==> config.mk <==
export PLATFORM = sky130hd
export DESIGN_NAME = generic_bus_arbiter
export DESIGN_NICKNAME = d
export VERILOG_FILES = /design/src/rtl/generic_bus_arbiter.sv
export SDC_FILE = /design/constraint.sdc
export NUM_CORES = 1
export LEC_CHECK = 0
export CORE_AREA = 2 2 122 124
export DETAILED_ROUTE_END_ITERATION = 7
export DIE_AREA = 0 0 124 126
export GPL_ROUTABILITY_DRIVEN = 1
export PLACE_DENSITY_LB_ADDON = 0.1
export SYNTH_ARGS = -nofsm -noshare
export SYNTH_HDL_FRONTEND = slang
export SYNTH_SLANG_ARGS = --single-unit
==> constraint.sdc <==
create_clock -name CLK -period 1.6 [get_ports CLK]
set_input_delay 0.32 -clock CLK [delete_from_list [all_inputs] [get_ports CLK]]
set_output_delay 0.32 -clock CLK [all_outputs]
set_load 0.1 [all_outputs]
==> src/rtl/generic_bus_arbiter.sv <==
// Round-robin N-to-1 arbiter for the generic bus: one registered grant is held per transfer.
// Optional transfer watchdog is enabled by defining GENERIC_BUS_ARB_TIMEOUT_EN.
module generic_bus_arbiter #(
    parameter int NUM_MASTERS    = 2,
    parameter int ADDR_W         = 32,
    parameter int DATA_W         = 32,
    parameter int TIMEOUT_CYCLES = 256
) (
    input  logic                              CLK,
    input  logic                              RST,
    input  logic [NUM_MASTERS*ADDR_W-1:0]     m_addr,
    input  logic [NUM_MASTERS*DATA_W-1:0]     m_wdata,
    input  logic [NUM_MASTERS*DATA_W/8-1:0]   m_byte_en,
    input  logic [NUM_MASTERS-1:0]            m_ren,
    input  logic [NUM_MASTERS-1:0]            m_wen,
    output logic [NUM_MASTERS*DATA_W-1:0]     m_rdata,
    output logic [NUM_MASTERS-1:0]            m_busy,
    output logic [NUM_MASTERS-1:0]            m_error,
    output logic [ADDR_W-1:0]                 s_addr,
    output logic [DATA_W-1:0]                 s_wdata,
    output logic [DATA_W/8-1:0]               s_byte_en,
    output logic                              s_ren,
    output logic                              s_wen,
    input  logic [DATA_W-1:0]                 s_rdata,
    input  logic                              s_busy,
    input  logic                              s_error
);
    localparam int BE_W  = DATA_W / 8;
    localparam int IDX_W = (NUM_MASTERS > 1) ? $clog2(NUM_MASTERS) : 1;

    if (NUM_MASTERS < 1 || NUM_MASTERS > 8 || TIMEOUT_CYCLES < 1) begin : g_bad_params
        $error("generic_bus_arbiter: illegal parameter value");
    end

    typedef enum logic {IDLE, GRANT} state_t;

    state_t                 state;
    logic [IDX_W-1:0]       gnt;
    logic [IDX_W-1:0]       last;
    logic [IDX_W-1:0]       winner;
    logic [NUM_MASTERS-1:0] req;
    logic                   done;
    logic                   tmo;

`ifdef GENERIC_BUS_ARB_TIMEOUT_EN
    localparam int CNT_W = $clog2(TIMEOUT_CYCLES + 1);
    logic [CNT_W-1:0] cnt;
    assign tmo = (state == GRANT) & s_busy & (cnt == CNT_W'(TIMEOUT_CYCLES));
`else
    assign tmo = 1'b0;
`endif

    assign req  = m_ren | m_wen;
    assign done = (state == GRANT) & ~s_busy;

    // Scan upward from last+1: first the masters above last, then wrap to 0..last.
    always_comb begin
        winner = '0;
        for (int j = NUM_MASTERS - 1; j >= 0; j--) begin
            if (req[j] && IDX_W'(j) <= last) winner = IDX_W'(j);
        end
        for (int j = NUM_MASTERS - 1; j >= 0; j--) begin
            if (req[j] && IDX_W'(j) > last) winner = IDX_W'(j);
        end
    end

    always_comb begin
        s_addr    = '0;
        s_wdata   = '0;
        s_byte_en = '0;
        s_ren     = 1'b0;
        s_wen     = 1'b0;
        m_rdata   = '0;
        m_busy    = '1;
        m_error   = '0;
        for (int i = 0; i < NUM_MASTERS; i++) begin
            if (state == GRANT && gnt == IDX_W'(i)) begin
                s_addr    = m_addr[i*ADDR_W +: ADDR_W];
                s_wdata   = m_wdata[i*DATA_W +: DATA_W];
                s_byte_en = m_byte_en[i*BE_W +: BE_W];
                s_wen     = m_wen[i] & ~tmo;
                s_ren     = m_ren[i] & ~m_wen[i] & ~tmo;
                if (done) begin
                    m_busy[i]                  = 1'b0;
                    m_rdata[i*DATA_W +: DATA_W] = s_rdata;
                    m_error[i]                 = s_error;
                end else if (tmo) begin
                    m_busy[i]  = 1'b0;
                    m_error[i] = 1'b1;
                end
            end
        end
    end

    always_ff @(posedge CLK or posedge RST) begin
        if (RST) begin
            state <= IDLE;
            gnt   <= '0;
            last  <= IDX_W'(NUM_MASTERS - 1);
`ifdef GENERIC_BUS_ARB_TIMEOUT_EN
            cnt   <= '0;
`endif
        end else begin
            case (state)
                IDLE: begin
                    if (|req) begin
                        gnt   <= winner;
                        state <= GRANT;
`ifdef GENERIC_BUS_ARB_TIMEOUT_EN
                        cnt   <= '0;
`endif
                    end
                end
                GRANT: begin
                    // Normal completion has priority; the watchdog only fires while s_busy is high.
                    if (done || tmo) begin
                        last  <= gnt;
                        state <= IDLE;
                    end
`ifdef GENERIC_BUS_ARB_TIMEOUT_EN
                    else if (s_busy) begin
                        cnt <= cnt + 1'b1;
                    end
`endif
                end
                default: state <= IDLE;
            endcase
        end
    end

endmodule

## After elaboration in Yosys (flattened, before gate mapping)

Cells that the tools add are included.

- Register bits: 3
- Bits in latches: 0
- RAM bits: 0
- ROM bits: 0
- Output and inout bits: 138
- Memories kept: 0

- Add/sub/neg operators: 0
- Multipliers: 0
- Divide/modulo/power cells: 0
- Order comparisons: 4
- Equality and inequality tests: 0
- Shift-type cells: 0
- Mux-type cells: 25
- Bitwise operators: 9
- Reduce and logical (&&, ||, !) cells: 9

Operator list:

| operator | count |
|---|---|
| $mux 32 | 7 |
| $mux 1 | 15 |
| $mux 4 | 2 |
| $logic_and 1x1->1 | 6 |
| $not 1->1 | 5 |
| $reduce_and 2->1 | 2 |
| $and 1x1->1 | 3 |
| $gt 1x1->1 const A | 2 |
| $le 1x1->1 const A | 2 |
| $or 2x2->2 | 1 |
| $pmux 1 s2 | 1 |
| $reduce_or 2->1 | 1 |

## Logic depth before layout (Yosys ltp)

Gate-level depths: netlist (run 1).

- Depth after elaboration: 6
- Mapped depth: 4

## Worst setup path after synthesis (run 1)

Ideal clock, no wire load.

- Kind: register -> output
- From: register gnt
- To: output s_ren
- Data arrival time: 2.399 ns
- Required time: 1.280 ns
- Slack: -1.119 ns
- Cell stages (with the launch flop): 4
- Buffers on the path: 1
- Cells stage by stage: dfrtp_1 > buf_6 > or3b_1 > a21boi_1

- Word-level cells in the longest chain between the ends: 4
- Elaborated cells between the ends (all ways): 5
- Classes of those cells: 2 x mux; 1 x bitwise; 2 x reduce/logical

RTL lines:

| element | line | source |
|---|---|---|
| start, declared | 38 | `logic [IDX_W-1:0] gnt;` |
| start signal, assigned | 107 | `gnt <= winner;` |
| $not 1->1 | 77 | `if (state == GRANT && gnt == IDX_W'(i)) begin` |
| $logic_and 1x1->1 | 77 |  |
| $mux 1 | 77 |  |
| $mux 1 * | 77 |  |
| end, declared | 22 | `output logic s_ren,` |

Mark *: on every way between the ends. The rest lies on a longest branch, timed or not.

## Final worst setup path (run 1)

- From: register gnt
- To: output s_wdata[13]

- Word-level cells in the longest chain between the ends: 4
- Elaborated cells between the ends (all ways): 5
- Classes of those cells: 2 x mux; 1 x bitwise; 2 x reduce/logical

RTL lines:

| element | line | source |
|---|---|---|
| $not 1->1 | 77 |  |
| $logic_and 1x1->1 | 77 |  |
| $mux 32 | 77 |  |
| $mux 32 * | 77 |  |
| end, declared | 20 | `output logic [DATA_W-1:0] s_wdata,` |

Marked as above.

==> summary.txt, run 1 <==
Outcome
  – Status: finished, violations left
  – Failing checks: negative setup slack

Critical path
  – Crit path kind: flip-flop to output pin
  – R2R Path Start: state
  – Reg2reg path depth: 3
  – Arrival time at the worst endpoint: 1.60 ns
  – Worst Path Max Fanout: 13
  – Setup crit start kind: flip-flop
  – R2r setup slk: 0.37 ns
  – Crit end category: output pin
  – FF-to-FF End: last
  – CP required: 1.28 ns

Timing
  – Final Hold Viols: 0
  – Worst Max-Slew Pin Slew: 0.247 ns
  – Worst Skew: 0.00376 ns
  – Final worst path period share: 120%
  – Slew Viols, Final: 0
  – Final setup viols: 138
  – RSZ-0062 raised after global routing: true
  – Crit path time final: 1.92 ns
  – Setup slack after layout: -0.322 ns
  – Final hold slack: 0.267 ns
  – Slew HR: 83.1%
  – Fmax: 520 MHz

Yosys
  – Mux cell area share after synthesis: 36.8%
  – Yosys warns: 0
  – Syn Area/Cell: 7.76 um^2
  – Area fraction of the dominant cell type after synthesis: 36.2%
  – Area share of fa/ha/maj cells after synthesis: 0%
  – Synth cell types: 22
  – Top post-synthesis cells by area: mux2i_1 36%, nor2b_1 23%, and2_1 22%
  – Mapped cell area: 1910 um^2
  – Synth async-reset ratio: 100%
  – Syn nets: 422
  – Largest family of logic cells by synthesized area: simple AND/OR/NAND/NOR gates
  – Post-synthesis sequential area ratio: 4.00%
  – Mapped Cells: 246
  – Synth Area in Compound Gates: 2.23%
  – Post-Synth Simple-Gate Area: 47.5%
  – Post-synthesis xor/xnor area fraction: 0%
  – Post-synth EDFFs: 0
  – Ys flop type: dfrtp_1
  – Post-synth top area cell: mux2i_1
  – Flops & latches, synth: 3

Die
  – Ports: 314
  – Die X: 124 um
  – Die Y: 126 um
  – FP Rows: 44
  – CORE AREA: 14300 um^2
  – Die ar.: 15600 um^2
  – Initial Utilization: 13.3%

Global routing
  – Number of global-route vias before repair: 3218
  – First-pass GRT wire length: 17300 um
  – Met2 Usage GRT: 28.5%
  – All-layer global routing usage: 14.3%
  – Met1 global-route usage: 13.3%
  – GRT overflow: 0
  – Largest net degree at the start of global routing: 47
  – Initial antenna violation count: 0
  – Most Crowded Layer GR: met2
  – M3 GR Usage: 5.93%

Place
  – Port Buffer Count: 313
  – Post-placement cell area: 7310 um^2
  – Gpl congestion: 0.691
  – DP HPWL: 10000 um

Clock tree
  – Clk buf depth: 2
  – CTS root buf: clkbuf_16
  – CTS buffer count: 3
  – CTS H-tree depth: 1
  – CTS tree: done
  – Clk_lat worst skew: 0.22 ns
  – Clock transition at path regs: 0.03 ns
  – CTS Sinks: 3

Layout
  – Final instance area: 7760 um^2
  – Final Util: 54.2%
  – P&R area growth vs syn: 306%
  – Antenna Cells: 0
  – Nets: 741
  – Ratio of cells with drive above 1 in the final layout: 64.2%

Drt
  – Drt drc: 0
  – Iter 0 DRT Violations: 67
  – Drt pass-1 iters: 3
  – ANT nets after route: 0
  – WL/cell: 15.9 um
  – Routed wire length: 11900 um
  – Routed vias: 2999
  – Via density per instance: 4.01

Pwr
  – Peak supply drop: 0.554 mV
  – LEAKAGE: 3.34 nW
  – Total power: 8.72 mW
  – PwrDens: 1120 nW/um^2

Run
  – # Max-Cap Violations: 0

Hold path
  – Min-delay worst type: input pin to async pin
[power breakdown]
part	internal [mW]	switching, mW
Clock	0.328	0.0637
Sequential	0.110	0.0366
Combinational	3.42	4.76
Total	3.86	4.86
[placed cells by master, fill, tap and decap left out, drive strengths merged, types with 2 or more instances in the layout]
cell | synthesis | routed
and2 | 66 | 66
buf | 9 | 159
clkbuf | 13 | 5
clkdlybuf4s50 | 0 | 174
clkinvlp | 0 | 2
dfrtp | 2 | 2
mux2i | 69 | 69
nor2 | 2 | 2
nor2b | 70 | 70
o21ba | 2 | 2
[through the flow]
stage	cells	setup slack, ns	TNS (ns)
floorplan	246	-0.541	-10.27
global placement	738	-0.374	-25.37
detailed placement	738	-0.377	-25.72
CTS	746	-0.322	-39.12
global route	748	-0.373	-45.66
finish	748	-0.322	-37.60
[worst max-delay path by stage]
stage	start	slack [ns]	cells after the start	endpoint
2_1_floorplan	gnt	-0.54	3	s_ren
3_3_place_gp	s_busy	-0.37	5	m_rdata[63]
3_5_place_dp	s_busy	-0.38	5	m_rdata[63]
4_1_cts	gnt	-0.32	4	m_rdata[31]
5_1_grt	gnt	-0.37	4	s_wdata[13]
6_report	gnt	-0.32	4	s_wdata[13]
[what timing repair did]
item | in CTS | in global routing
cloned | 2 | 1
hold buffers | 0 | 0
gates resized for setup | 54 | 12
pin swaps | 17 | 17
buffers inserted | 2 | 1
endpoints found under the setup margin | 138 | 138
[synthesized netlist by cell type (all sizes together), types with 2 or more instances]
library cell,instances
inv,3
dfrtp,2
and2,66
nor2,2
buf,9
clkbuf,13
mux2i,69
nor2b,70
o21ba,2
[cell type report]
type	instances	area [um^2]
repair buffers	336	4840
inverters	3	18.8
flip-flops and latches	3	81.3
clock buffers	4	78.8
multi-input cells	218	2500
fillers	1258	6560
well taps	184	230
[worst max-delay path: stages (launching register included)]
cell and delay [ns]:
dfrtp_4 0.53, bufbuf_16 0.33, mux2i_4 0.20, nor2b_4 0.14
buf_12 0.18
[flip-flops by register name, indices dropped and copies added, names as in the netlist]
signal / flops
gnt: 1
last: 1
state: 1
[metal layers]
layer	share of wire, %	wire length, um
met2	55	6560
met4	0.93	110
met1	31	3660
met5	0	0
met3	13	1560
[logic make-up after synthesis]
kind of cell    after synthesis
flops                         3
simple gates                143
buf+inv                      25
compound gates                5
mux                          70
(Power assumes the default switching activity.)
==> inputs of run 2 (changes only) <==
--- a/config.mk
+++ b/config.mk
@@ -5,9 +5,12 @@
 export SDC_FILE = /design/constraint.sdc
 export NUM_CORES = 1
 export LEC_CHECK = 0
-export CORE_AREA = 2 2 122 124
+export CELL_PAD_IN_SITES_DETAIL_PLACEMENT = 0
+export CELL_PAD_IN_SITES_GLOBAL_PLACEMENT = 1
+export CORE_ASPECT_RATIO = 0.7
+export CORE_MARGIN = 2
+export CORE_UTILIZATION = 13
 export DETAILED_ROUTE_END_ITERATION = 7
-export DIE_AREA = 0 0 124 126
 export GPL_ROUTABILITY_DRIVEN = 1
 export PLACE_DENSITY_LB_ADDON = 0.1
 export SYNTH_ARGS = -nofsm -noshare
==> run 2 against run 1 <==
Sequential cell count unchanged. Clock skew decreased by 0.0027 ns. Cell count increased by 3.2%. Power increased by 4.0%. The run still ends with negative setup slack left. Maximum frequency decreased by 1.0%. Largest cell class unchanged. Worst hold slack got worse by 0.0022 ns. Worst setup slack got worse by 0.019 ns. Sequential share of layout area about the same.
==> summary.txt, run 2 (synthesis results as in run 1) <==
Layout
  – Largest registers: gnt x1, last x1, state x1 (unchanged)
  – Layout fillers: 1244 (was 1258)
  – Count of non-filler cells in the finished layout: 772 (was 748)
  – P&R area growth vs syn: 319% (was 306%)
  – Final Util: 55.0% (was 54.2%)
  – Ratio of cells with drive above 1 in the final layout: 65.7% (was 64.2%)
  – Commonest non-fill, non-tap cells in the layout: 174 x clkdlybuf4s50_1, 147 x buf_12, 66 x and2_4 (was 174 x clkdlybuf4s50_1, 144 x buf_12, 62 x and2_4)
  – Final instance area: 8000 um^2 (was 7760 um^2)
  – Antenna Cells: 0 (unchanged)
  – Most common cell after layout, fill and taps aside: clkdlybuf4s50_1 (unchanged)
  – Nets: 754 (was 741)

Pwr
  – LEAKAGE: 3.43 nW (was 3.34 nW)
  – Int Pwr: 4.09 mW (was 3.86 mW)
  – Psw: 4.98 mW (was 4.86 mW)
  – Comb pwr share: 94.0% (was 93.8%)
  – Reg power frac: 1.6% (was 1.7%)
  – Switching share of total power: 54.9% (was 55.7%)
  – Clock power share: 4.4% (was 4.5%)
  – Total power: 9.07 mW (was 8.72 mW)
  – Peak supply drop: 0.600 mV (was 0.554 mV)
  – PwrDens: 1130 nW/um^2 (was 1120 nW/um^2)

Drt
  – Drt drc: 0 (unchanged)
  – DR top layer: met4 (unchanged)
  – Routed wire length: 13000 um (was 11900 um)
  – Routed vias: 3068 (was 2999)
  – Drt pass-1 iters: 4 (was 3)
  – WL met1: 4500 um (was 3660 um)
  – Iter 0 DRT Violations: 60 (was 67)
  – WL/cell: 16.8 um (was 15.9 um)
  – Met2 WL: 7170 um (was 6560 um)
  – ANT nets after route: 0 (unchanged)
  – Met3 wire length: 1210 um (was 1560 um)
  – Via density per instance: 3.97 (was 4.01)

Die
  – Ports: 314 (unchanged)
  – FP Rows: 37 (was 44)
  – Die X: 149 um (was 124 um)
  – Initial Utilization: 13.1% (was 13.3%)
  – CORE AREA: 14500 um^2 (was 14300 um^2)
  – Die ar.: 15700 um^2 (was 15600 um^2)
  – Die Y: 105 um (was 126 um)

Clock tree
  – Clock transition at path regs: 0.03 ns (about the same)
  – Clk_lat worst skew: 0.22 ns (about the same)
  – CTS H-tree depth: 1 (unchanged)
  – CTS Sinks: 3 (unchanged)
  – Clk buf depth: 2 (unchanged)
  – CTS tree: done (unchanged)
  – CTS buffer count: 3 (unchanged)
  – # hold bufs at CTS: 0 (unchanged)
  – CTS root buf: clkbuf_16 (unchanged)

Timing
  – Crit path time final: 1.94 ns (was 1.92 ns)
  – Final worst path period share: 121% (was 120%)
  – Final setup viols: 138 (unchanged)
  – Final Hold Viols: 0 (unchanged)
  – RSZ-0062 raised after global routing: true (unchanged)
  – Setup slack after layout: -0.341 ns (was -0.322 ns)
  – Slew Viols, Final: 0 (unchanged)
  – Fmax: 515 MHz (was 520 MHz)
  – Slew HR: 82.4% (was 83.1%)
  – Worst Max-Slew Pin Slew: 0.259 ns (was 0.247 ns)
  – Worst Skew: 0.00105 ns (was 0.00376 ns)

Global routing
  – Largest net degree at the start of global routing: 66 (was 47)
  – Initial antenna violation count: 0 (unchanged)
  – Number of global-route vias before repair: 3357 (was 3218)
  – First-pass GRT wire length: 19400 um (was 17300 um)
  – All-layer global routing usage: 15.6% (was 14.3%)
  – GRT overflow: 0 (unchanged)

Place
  – Gpl congestion: 0.769 (was 0.691)
  – Post-placement cell area: 7380 um^2 (was 7310 um^2)
  – Port Buffer Count: 313 (unchanged)
  – DP HPWL: 10000 um (about the same)
  – Placed cell count: 753 (was 738)

Run
  – # Max-Cap Violations: 0 (unchanged)

Critical path
  – Setup crit start kind: flip-flop (unchanged)
  – Arrival time at the worst endpoint: 1.62 ns (was 1.60 ns)
  – R2r setup slk: 0.29 ns (was 0.37 ns)
  – Crit path kind: flip-flop to output pin (unchanged)
  – Crit end category: output pin (unchanged)
  – CP required: 1.28 ns (about the same)
  – Worst Path Max Fanout: 7 (was 13)

Outcome
  – Failing checks: negative setup slack (unchanged)
  – Status: finished, violations left (unchanged)

Hold path
  – Min-delay worst type: input pin to async pin (unchanged)
[run 2: changes by cell type in the layout (fill, tap and decap cells not counted), moves of 2 or more]
cell,before,now
and2_2,4,0
mux2i_2,48,52
buf_16,2,4
buf_6,0,9
and2_4,62,66
mux2i_1,17,13
buf_12,144,147
buf_4,13,11
[run 2: final cells by class]
type	count	area (um^2)	area share (%)
Sequential cell	3	81.3	1.02
Multi-Input combinational cell	218	2520	31.6
Timing Repair Buffer	349	5050	63.2
Clock buffer	4	78.8	0.985
Inverter	3	18.8	0.235
Tap cell	195	244	3.05
[run 2: metal layers]
metal  GRT usage (%)  vias up
li1                -     1465
met1            16.2     1441
met2            31.5      158
met3            4.37        4
met4            2.18        0
met5               0        -
[run 2: what timing repair did]
item / in CTS / in global routing
setup endpoints to repair: 138 / 138
cloned: 6 / 2
setup buffers: 6 / 3
resized for setup: 83 / 11
pin swaps: 14 / 28
[run 2: power by group through the flow]
stage / sequential [mW] / combinational, mW / clock [mW]
CTS: 0.147 / 8.52 / 0.401
floorplan: 0.118 / 5.07 / 0
detailed placement: 0.146 / 7.82 / 0
finish: 0.144 / 8.53 / 0.397
global placement: 0.144 / 7.77 / 0
global route: 0.150 / 8.78 / 0.410
[run 2: through the flow]
stage	worst slack [ns]	hold WS (ns)	TNS, ns
after floorplan	-0.541	0.0729	-10.27
after global placement	-0.392	0.500	-26.89
after detailed placement	-0.408	0.504	-29.01
after CTS	-0.355	0.270	-39.37
after global routing	-0.390	0.294	-43.65
final	-0.341	0.265	-38.08
[run 2: path summary, 6_finish.rpt]
path / start / end / cells after the start
worst max-delay path: gnt / m_rdata[12] / 5
worst min-delay path: RST / gnt / 2
worst max register to register: gnt / last / 4
worst min register to register: last / last / 1
max in group asynchronous: RST / last / 2
min in group CLK: last / last / 1
[run 2: critical path: stages, from the launching register on]
cell and delay, ns:
dfrtp_4 0.52, nor3b_4 0.26, buf_6 0.15, clkbuf_16 0.15
and2_4 0.15, buf_12 0.16
